$ cat config.mk
export PLATFORM = sky130hd
export DESIGN_NAME = mipsfpga_ahb_interconnect
export DESIGN_NICKNAME = d
export VERILOG_FILES = /design/src/rtl/mipsfpga_ahb_interconnect_pkg.sv /design/src/rtl/mipsfpga_ahb_interconnect_default_slave.sv /design/src/rtl/mipsfpga_ahb_interconnect.sv
export SDC_FILE = /design/constraint.sdc
export NUM_CORES = 1
export LEC_CHECK = 0
export CAP_MARGIN = 20
export CORE_AREA = 2 2 96 98
export DETAILED_ROUTE_END_ITERATION = 6
export DIE_AREA = 0 0 98 100
export PLACE_DENSITY = 0.58
export SLEW_MARGIN = 20
export SYNTH_ARGS = -nofsm -noshare
export SYNTH_HDL_FRONTEND = slang
export SYNTH_SLANG_ARGS = --single-unit
export TNS_END_PERCENT = 30
$ cat constraint.sdc
create_clock -name HCLK -period 1.38 [get_ports HCLK]
set_input_delay 0.138 -clock HCLK [delete_from_list [all_inputs] [get_ports HCLK]]
set_output_delay 0.138 -clock HCLK [all_outputs]
set_load 0.005 [all_outputs]
$ cat src/rtl/mipsfpga_ahb_interconnect_pkg.sv
// Shared AHB-lite constants and default-slave state encoding
// for the MIPSfpga single-master interconnect.
package mipsfpga_ahb_interconnect_pkg;

   localparam logic [1:0] HTRANS_IDLE   = 2'b00;
   localparam logic [1:0] HTRANS_BUSY   = 2'b01;
   localparam logic [1:0] HTRANS_NONSEQ = 2'b10;
   localparam logic [1:0] HTRANS_SEQ    = 2'b11;

   localparam logic HRESP_OKAY  = 1'b0;
   localparam logic HRESP_ERROR = 1'b1;

   typedef enum logic [1:0] {
      DS_IDLE = 2'd0,
      DS_ERR1 = 2'd1,
      DS_ERR2 = 2'd2
   } ds_state_e;

   // NONSEQ/SEQ carry a real transfer; IDLE/BUSY do not
   function automatic logic trans_active(input logic [1:0] t);
      logic act;
      act = 1'b0;
      unique case (t)
         HTRANS_IDLE, HTRANS_BUSY:  act = 1'b0;
         HTRANS_NONSEQ, HTRANS_SEQ: act = 1'b1;
         default:                   act = 1'b0;
      endcase
      return act;
   endfunction

endpackage

$ cat src/rtl/mipsfpga_ahb_interconnect_default_slave.sv
// Built-in default slave: two-cycle ERROR for unmapped transfers.
// With BUS_TIMEOUT_EN it also forces ERROR on a stalled slave.
module mipsfpga_ahb_interconnect_default_slave
   import mipsfpga_ahb_interconnect_pkg::*;
#(
   parameter int TIMEOUT_CYC = 256
) (
   input  logic clk,
   input  logic rst,
   input  logic start,
   input  logic stall,
   output logic busy,
   output logic hready,
   output logic hresp,
   output logic timeout_p
);

   ds_state_e state_q, state_d;
   logic      busy_q, busy_d;
   logic      hready_q, hready_d;
   logic      hresp_q, hresp_d;
   logic      tmo_p_q, tmo_p_d;
   logic      tmo;

`ifdef BUS_TIMEOUT_EN
   localparam logic [15:0] TMO_MAX = 16'(TIMEOUT_CYC - 1);

   logic [15:0] timer_q, timer_d;

   // count stalled slave cycles, saturating at the limit
   always_comb begin
      timer_d = 16'd0;
      tmo     = 1'b0;
      if (stall && (state_q == DS_IDLE)) begin
         tmo = (timer_q == TMO_MAX);
         if (timer_q != TMO_MAX)
            timer_d = timer_q + 16'd1;
         else
            timer_d = timer_q;
      end
   end

   // stall timer register
   always_ff @(posedge clk or posedge rst) begin
      if (rst)
         timer_q <= 16'd0;
      else
         timer_q <= timer_d;
   end
`else
   logic unused_tmo;

   assign tmo        = 1'b0;
   assign unused_tmo = stall ^ (TIMEOUT_CYC > 0);
`endif

   // next state and registered response outputs
   always_comb begin
      state_d = state_q;
      unique case (state_q)
         DS_IDLE: if (start || tmo) state_d = DS_ERR1;
         DS_ERR1: state_d = DS_ERR2;
         DS_ERR2: state_d = start ? DS_ERR1 : DS_IDLE;
         default: state_d = DS_IDLE;
      endcase
      busy_d   = (state_d != DS_IDLE);
      hready_d = (state_d != DS_ERR1);
      hresp_d  = busy_d ? HRESP_ERROR : HRESP_OKAY;
      tmo_p_d  = tmo;
   end

   // FSM state and output registers
   always_ff @(posedge clk or posedge rst) begin
      if (rst) begin
         state_q  <= DS_IDLE;
         busy_q   <= 1'b0;
         hready_q <= 1'b1;
         hresp_q  <= HRESP_OKAY;
         tmo_p_q  <= 1'b0;
      end else begin
         state_q  <= state_d;
         busy_q   <= busy_d;
         hready_q <= hready_d;
         hresp_q  <= hresp_d;
         tmo_p_q  <= tmo_p_d;
      end
   end

   assign busy      = busy_q;
   assign hready    = hready_q;
   assign hresp     = hresp_q;
   assign timeout_p = tmo_p_q;

endmodule

$ cat src/rtl/mipsfpga_ahb_interconnect.sv
// AHB-lite single-master interconnect: mask/base decode, data-phase
// select, response mux and default slave. Option: BUS_TIMEOUT_EN.
module mipsfpga_ahb_interconnect
   import mipsfpga_ahb_interconnect_pkg::*;
#(
   parameter int N_SLAVES    = 4,
   parameter int ADDR_W      = 32,
   parameter int DATA_W      = 32,
   parameter logic [N_SLAVES*ADDR_W-1:0] SLV_BASE = '0,
   parameter logic [N_SLAVES*ADDR_W-1:0] SLV_MASK = '0,
   parameter int TIMEOUT_CYC = 256
) (
   input  logic                       HCLK,
   input  logic                       HRESET,
   input  logic [ADDR_W-1:0]          HADDR,
   input  logic [1:0]                 HTRANS,
   input  logic                       HWRITE,
   input  logic [2:0]                 HSIZE,
   input  logic [DATA_W-1:0]          HWDATA,
   output logic [DATA_W-1:0]          HRDATA,
   output logic                       HREADY,
   output logic                       HRESP,
   output logic [N_SLAVES-1:0]        HSEL_S,
   input  logic [N_SLAVES*DATA_W-1:0] HRDATA_S,
   input  logic [N_SLAVES-1:0]        HREADYOUT_S,
   input  logic [N_SLAVES-1:0]        HRESP_S,
   output logic                       TIMEOUT_P
);

   localparam int NS     = N_SLAVES;
   localparam int DSEL_W = NS + 2;

   localparam logic [DSEL_W-1:0] DSEL_DEF  = DSEL_W'(1) << NS;
   localparam logic [DSEL_W-1:0] DSEL_NONE = DSEL_W'(1) << (NS + 1);

   logic [NS-1:0]     hit;
   logic [NS-1:0]     sel;
   logic              found;
   logic              active;
   logic [DSEL_W-1:0] dsel_q, dsel_d;
   logic              ds_start;
   logic              ds_stall;
   logic              ds_busy;
   logic              ds_hready;
   logic              ds_hresp;
   logic              unused_fwd;

   assign unused_fwd = ^{HWRITE, HSIZE, HWDATA};

   // address decode, lowest index wins on overlap
   always_comb begin
      hit = '0;
      sel = '0;
      for (int i = 0; i < NS; i++)
         hit[i] = ((HADDR & SLV_MASK[i*ADDR_W +: ADDR_W])
                   == SLV_BASE[i*ADDR_W +: ADDR_W]);
      for (int i = NS - 1; i >= 0; i--)
         if (hit[i])
            sel = NS'(1) << i;
      found  = |hit;
      active = trans_active(HTRANS);
   end

   assign HSEL_S = active ? sel : '0;

   // data-phase select: loads on accepted address phase
   always_comb begin
      dsel_d = dsel_q;
      if (HREADY) begin
         if (active && found)
            dsel_d = {2'b00, sel};
         else if (active)
            dsel_d = DSEL_DEF;
         else
            dsel_d = DSEL_NONE;
      end
   end

   // data-phase select register
   always_ff @(posedge HCLK or posedge HRESET) begin
      if (HRESET)
         dsel_q <= DSEL_NONE;
      else
         dsel_q <= dsel_d;
   end

   assign ds_start = HREADY && active && !found;
   assign ds_stall = |(dsel_q[NS-1:0] & ~HREADYOUT_S);

   mipsfpga_ahb_interconnect_default_slave #(
      .TIMEOUT_CYC (TIMEOUT_CYC)
   ) u_ds (
      .clk       (HCLK),
      .rst       (HRESET),
      .start     (ds_start),
      .stall     (ds_stall),
      .busy      (ds_busy),
      .hready    (ds_hready),
      .hresp     (ds_hresp),
      .timeout_p (TIMEOUT_P)
   );

   // response mux: default slave overrides, else selected slave
   always_comb begin
      HRDATA = '0;
      HREADY = 1'b1;
      HRESP  = HRESP_OKAY;
      for (int i = 0; i < NS; i++) begin
         if (dsel_q[i]) begin
            HRDATA = HRDATA_S[i*DATA_W +: DATA_W];
            HREADY = HREADYOUT_S[i];
            HRESP  = HRESP_S[i];
         end
      end
      if (ds_busy) begin
         HRDATA = '0;
         HREADY = ds_hready;
         HRESP  = ds_hresp;
      end
   end

endmodule

==> results of run 1 <==
==> state kept, by name (all words and copies together) (netlist names) <==
| signal | cells |
|---|---|
| dsel_q | 1 |
| u_ds.hready | 1 |
| u_ds.state_q | 2 |
==> stage by stage <==
| step | setup slack [ps] | instance area, um^2 | util, % |
|---|---|---|---|
| global placement | -191 | 1370 | 15.4 |
| finish | -90.9 | 1540 | 17.3 |
| detailed placement | -199 | 1370 | 15.4 |
| floorplan | 364 | 543 | - |
| CTS | -134 | 1500 | 16.9 |
| global route | -154 | 1540 | 17.3 |
==> timing repair <==
action	CTS	global route
hold endpoints to repair	0	0
buffers inserted	4	0
pin swaps	16	11
gates resized for setup	154	18
gates cloned	3	0
endpoints found under the setup margin	34	34
==> how the worst max path moves through the flow <==
stage,cells past startpoint,start,to
after floorplan,3,u_ds.state_q[1]$_DFF_PP0_,HRDATA[10]
after detailed placement,4,u_ds.state_q[1]$_DFF_PP0_,HRDATA[20]
final,6,dsel_q[0]$_DFFE_PP0P_,HRDATA[5]
after global routing,6,dsel_q[0]$_DFFE_PP0P_,HRDATA[24]
after CTS,5,dsel_q[0]$_DFFE_PP0P_,HRDATA[1]
after global placement,4,u_ds.state_q[1]$_DFF_PP0_,HRDATA[20]
==> power groups by stage <==
stage          clock network, mW  logic, mW  registers (mW)
3_3_place_gp                   0      0.466           0.133
5_1_grt                    0.294      0.593           0.133
3_5_place_dp                   0      0.470           0.133
6_report                   0.265      0.550           0.132
4_1_cts                    0.278      0.538           0.132
2_1_floorplan                  0      0.189           0.134
==> synth_stat cells, drive strengths merged <==
cell type  count  area share, %
nand2b         1            1.2
a21boi         1            2.1
buf            8             14
and2b          1            1.7
mux2i          1            1.9
nor2b          1            2.6
a21o           1            1.7
dfstp          1            5.0
clkbuf         1           0.71
and2          32             51
dfrtp          3             14
conb           2            1.4
a22o           1            1.7
inv            2            1.4
==> metal layers <==
metal	wire length (um)	global-route usage (%)	vias to the layer above
met5	0	0	-
met1	865	5.49	290
met4	0	1.28	0
met3	205	1.81	0
li1	-	-	323
met2	1200	7.90	35
==> final cells by class <==
type / instances / area, um^2 / share of cell area, %
Sequential cell: 4 / 101 / 6.60
Tap cell: 111 / 139 / 9.04
Multi-Input combinational cell: 45 / 360 / 23.5
Clock buffer: 4 / 45.0 / 2.93
Inverter: 2 / 7.51 / 0.489
Timing Repair Buffer: 85 / 883 / 57.5
==> logic make-up (layout without fill, tap and decap cells) <==
group / Yosys count / count (layout) / synth area share, %
buf+inv: 11 / 91 / 15.6
mux: 1 / 1 / 1.90
simple gates: 35 / 35 / 56.4
flops: 4 / 4 / 19.2
other cells: 2 / 6 / 1.42
compound gates: 3 / 3 / 5.45
==> results.txt, run 1 <==
* Capture instance of the worst register-to-register path: dsel_q[0]$_DFFE_PP0P_
- Of the available clock period, the critical path in the final layout requires 107%.
- Library cell appearing most often on the critical path: buf_6
- In this run the power density over the cells is 616 mW/mm^2.
* Largest fanout on the critical path: 5
* Number of global-route vias before repair: 646
* Critical path capture point type: output port
* Leakage power of the design: 0.699 nW
- Internal: 0.721 mW
- In this run the number of H-tree levels came out at 1.
- For this design the top-level I/O count stands at 247.
- Highest clock rate: 0.680 GHz
- Core box area: 0.00889 mm^2
* Post-DR vias/cell: 2.58
* Number of antenna violations at the first check in global routing: 0
* Largest net degree at the start of global routing: 7
- The worst-case IR drop observed on VDD is 0.537 mV.
- Worst Hold Margin: 107 ps
* # setup viols final: 26
- Of the total power, the clock network draws 27.9%.
- Post-route setup slack: -90.9 ps
* Reg2reg start: u_ds.state_q[1]$_DFF_PP0_
- The first global-routing pass estimated 3540 um of wire.
- The worst register-to-register path has a setup slack of 400 ps.
- Summing the sequential cell areas from Yosys gives 19.2% of the chip area.
* Synthesized instance count: 56
* Maximum capacitance violations: 0
- RD Place Congestion: 0.608
- Clock transition at path regs: 40 ps
* Skew final: 6.49 ps
- Layout overhead on the synthesized area: 191%
- Switching pwr: 0.226 mW
* TritonCTS clock tree: yes
- The die covers 0.00980 mm^2.
- Global routing used 4.65% of the available tracks across all layers.
* Total number of placement rows: 35
- Clock Tree Root: clkbuf_8
* Bufs and invs on worst path: 4
- The die is 98 um wide.
- Required time of the worst setup path: 1240 ps
- Yosys reg bits: 4
- Number of detailed-routing iterations run before antenna repair: 2
- The clock drives 4 sinks.
- After routing, the total negative slack on setup checks comes to -2060 ps.
- Die height: 100 um
- Failing checks: negative setup slack
* Seq pwr share: 13.9%
* HPWL Detailed: 1900 um
* Total inserted antenna cells: 0
- The critical path in this run is classified as register to output port.
- Gate power share: 58.1%
- For this run, the slowest stage of the critical path takes 370 ps.
* Total via count after detailed routing: 648
* Commonest non-fill, non-tap cells in the layout: 37 x clkdlybuf4s50_1, 31 x buf_6, 27 x and2_4
* Slew Viols, Final: 0
- Most common cell after layout, fill and taps aside: clkdlybuf4s50_1
* Number of standard cells in the layout, taps in and fillers out: 251
* Number of routed nets with antenna violations: 0
* DRC violation count after routing: 0
- Count of routing violations after the opening detailed-route iteration: 3
* Residual overflow from global routing: 0
- Measured in cells, the most critical reg-to-reg path has a length of 3.
- Net count, final: 349
- Data arrives at the worst endpoint at 1330 ps.
- Final hold vios: 0
* Maximum count of clock buffers along a single path: 2
- Unique masters post-synth: 17
- Switching Fraction: 23.8%
- Filler instances: 987
- Number of hold buffers added after CTS: 0
- Sort of element at the start of the critical path: register
- # port buffers: 71
- Layout cells sized above 1: 60.0%
* Num CTS Buffers: 3
- Number of warnings printed during yosys synthesis: 0
* Tot Pwr: 0.947 mW
* Library cell contributing the largest single delay on the critical path: dfrtp_1
* Final wirelength: 2280 um
- Post-synthesis area per instance: 9.43 um^2
- Crit path max-delay family: buffers and inverters
- The cell area that synthesis handed to floorplanning was 528 um^2.
* Unrepaired setup endpoints after global routing: true
* Final critical path time including I/O delays and setup: 1470 ps
- Once placement completed, the tool counted placed cells totaling 240.
- The critical path goes through nor2b_4 -> buf_12 -> buf_8 -> buf_6 -> and2_4 -> buf_6.
- Run status: complete, but fails checks
* Min-Delay Path Class: input pin to async pin
- After detailed routing, the average wire length per cell comes to 9.06 um.
- Clock latency reported for the late side of the worst-skew pair: 220 ps
- For this configuration, the core starts out at a cell density of 5.94%.
Power figures use the tool's default switching activity.
==> run 2, diff against run 1 <==
--- a/config.mk
+++ b/config.mk
@@ -10,7 +10,6 @@
 export DETAILED_ROUTE_END_ITERATION = 6
 export DIE_AREA = 0 0 98 100
 export PLACE_DENSITY = 0.58
-export SLEW_MARGIN = 20
 export SYNTH_ARGS = -nofsm -noshare
 export SYNTH_HDL_FRONTEND = slang
 export SYNTH_SLANG_ARGS = --single-unit
==> results of run 2 <==
No change in the layout: final DEF, timing and power equal those of run 1.
==> run 3, diff against run 2 <==
==> constraint.sdc (replaced) <==
create_clock -name HCLK -period 1.88 [get_ports HCLK]
set_input_delay 0.188 -clock HCLK [delete_from_list [all_inputs] [get_ports HCLK]]
set_output_delay 0.188 -clock HCLK [all_outputs]
set_load 0.005 [all_outputs]
==> results.txt, run 3 (same netlist as run 1, synthesis figures left out) <==
- Run status: complete, no violations (was complete, but fails checks).
* Residual overflow from global routing: 0 (unchanged)
- Core box area: 0.00889 mm^2 (unchanged)
* Arr. time, crit path: 1630 ps (was 1330 ps)
- Clock net sink count: 4 (unchanged)
* Maximum capacitance violations: 0 (unchanged)
- Skew final: 6.67 ps (was 6.49 ps)
- Worst ir drop on vdd: 0.335 mV (was 0.537 mV)
- Clock Tree Root: clkbuf_8 (unchanged)
- Commonest non-fill, non-tap cells in the layout: 70 x clkdlybuf4s50_1, 26 x and2_4, 6 x conb_1 (was 37 x clkdlybuf4s50_1, 31 x buf_6, 27 x and2_4)
- The proportion of total power due to net switching is 22.4% (was 23.8%).
* Total global-route track usage: 4.00% (was 4.65%)
- Sort of element at the start of the critical path: register (unchanged)
- The proportion of layout cells with a drive suffix above 1 was 31.0% (was 60.0%).
- Seq pwr share: 15.7% (was 13.9%)
- The placed wire-length estimate came to 1850 um (was 1900 um).
* Number of detailed-routing iterations run before antenna repair: 3 (was 2)
- The most common cell after layout, fill and taps aside was clkdlybuf4s50_1 (unchanged).
- After layout, the worst path uses 96.5% of the clock period.
- Min-Delay Path Class: input pin to async pin (unchanged)
- Number of antenna violations at the first check in global routing: 0 (unchanged)
* DRC violation count after routing: 0 (unchanged)
- The placed standard-cell area was 0.00135 mm^2 (was 0.00137 mm^2).
- The initial core utilization was 5.94% (unchanged).
- The vertical extent of the die is 100 um (unchanged).
* Post-DR vias/cell: 2.57 (was 2.58)
* Fraction of power consumed by the clock network: 30.6% (was 27.9%)
- The sum of negative setup slack came to 0 ps (was -2060 ps).
* # H-tree levels: 1 (unchanged)
* Maximum count of clock buffers along a single path: 2 (unchanged)
- The internal power of the cells was 0.483 mW (was 0.721 mW).
* Largest fanout on the critical path: 21 (was 5)
- The clock latency reported for the late side of the worst-skew pair is 220 ps (about the same).
- Critical path capture point type: output port (unchanged)
* Net count, final: 338 (was 349)
* Final hold vios: 0 (unchanged)
- The global-route wire length before repair came to 3080 um (was 3540 um).
* Number of routed nets with antenna violations: 0 (unchanged)
- The relative area change from synthesis to final layout was 166% (was 191%).
- Static timing analysis puts the maximum clock frequency at 0.551 GHz.
- The power density normalized to cell area is 444 mW/mm^2 (was 616 mW/mm^2).
* Slew Viols, Final: 0 (unchanged)
- RD Place Congestion: 0.618 (was 0.608)
- Max FFs per register: 2 (unchanged)
* Crit-path cells: nor2b_4 -> buf_12 -> and2_4 -> clkdlybuf4s50_1 (was nor2b_4 -> buf_12 -> buf_8 -> buf_6 -> and2_4 -> buf_6)
- Total via count after detailed routing: 616 (was 648)
- Clock transition at path regs: 40 ps (about the same)
- The TritonCTS clock tree is yes (unchanged).
- Footprint of the multi-input gates: 359 um^2 (was 360 um^2)
- # setup viols final: 0 (was 26)
- Routed wirelength normalized by instance count: 8.57 um (was 9.06 um)
- The post-CTS setup buffer count was 0 (was 4).
- Crit path max-delay family: buffers and inverters (unchanged)
- # port buffers: 71 (unchanged)
- The leakage power summed over all cells came to 0.570 nW (was 0.699 nW).
* Number of global-route vias before repair: 602 (was 646)
- The first element of the critical path is dsel_q[0]$_DFFE_PP0P_ (unchanged).
- The area of all placed cells without fillers is 0.00140 mm^2 (was 0.00154 mm^2).
- Biggest register: u_ds.state_q (unchanged)
* Final wirelength: 2060 um (was 2280 um)
* Delay of the slowest critical-path stage: 520 ps (was 370 ps)
- Largest net degree at the start of global routing: 22 (was 7)
* Switching pwr: 0.140 mW (was 0.226 mW)
* Num CTS Buffers: 3 (unchanged)
- The detailed router's first-iteration violation count was 4 (was 3).
- Final critical path time including I/O delays and setup: 1810 ps
- The number of buffers and inverters on the critical path came to 2 (was 4).
* Crit Path Class: register to output port (unchanged)
* Unrepaired setup endpoints after global routing: false (was true)
* Number of ports placed on the die boundary: 247 (unchanged)
- Required time of the worst setup path: 1690 ps (was 1240 ps)
* Reg2reg start: u_ds.state_q[1]$_DFF_PP0_ (unchanged)
- Die Width: 98 um (unchanged)
* Filler instances: 1000 (was 987)
- Die outline area: 0.00980 mm^2 (unchanged)
- Reg area: 101 um^2 (unchanged)
- The relative contribution of combinational cells to total power came to 53.7% (was 58.1%).
* Total inserted antenna cells: 0 (unchanged)
* Total number of placement rows: 35 (unchanged)
- Library cell contributing the largest single delay on the critical path: clkdlybuf4s50_1 (was dfrtp_1)
[run 3: changes by cell type in the layout (fill, tap and decap cells not counted), sizes merged]
cell,previous run,this run
buf,42,3
clkdlybuf4s50,37,70
clkbuf,9,4
dlygate4sd2,1,0
dlymetal6s2s,0,1
[run 3: what timing repair did]
item                                    CTS  global route
gates resized for setup                   0             2
hold buffers                              0             0
endpoints found under the setup margin    0             4
[run 3: final cells by class]
| type | instances | share of cell area (%) |
|---|---|---|
| multi-input combinational | 45 | 25.6 |
| sequential | 4 | 7.22 |
| clock buffer | 4 | 3.21 |
| tap | 111 | 9.89 |
| timing repair buffer | 74 | 53.6 |
| inverter | 2 | 0.535 |
[run 3: metrics by stage]
stage / std cells / hold WS, ps / utilization [%] / total power, mW / worst slack [ps]
finish: 240 / 161 / 15.8 / 0.623 / 66.1
global route: 240 / 174 / 15.8 / 0.666 / 3.12
CTS: 240 / 168 / 15.7 / 0.637 / 4.82
detailed placement: 236 / 402 / 15.2 / 0.439 / 246
global placement: 236 / 385 / 15.2 / 0.436 / 255
floorplan: 60 / -46.6 / - / 0.237 / 814
[run 3: worst paths after layout]
path	depth (start not counted)	slack, ps	endpoint
min in group HCLK	1	460	u_ds.state_q[1]$_DFF_PP0_
max in group asynchronous	2	1490	u_ds.hready$_DFF_PP1_
hold / removal	2	160	dsel_q[0]$_DFFE_PP0P_
hold reg to reg	1	460	u_ds.state_q[1]$_DFF_PP0_
setup reg to reg	3	920	dsel_q[0]$_DFFE_PP0P_
setup / recovery	4	70	HRDATA[18]
[run 3: per-layer routing]
metal  vias up  GRT usage, %  share of wire [%]
met5         -             0                  0
met4         0          1.28                  0
met3         0          1.18                8.8
met2        35          6.85                 52
met1       281          4.81                 39
li1        300             -                  -
[run 3: power by group through the flow]
stage	clock network, mW	logic (mW)	registers, mW
finish	0.191	0.334	0.0978
global route	0.205	0.362	0.0985
detailed placement	0	0.340	0.0989
global placement	0	0.337	0.0985
floorplan	0	0.138	0.0986
CTS	0.198	0.341	0.0980
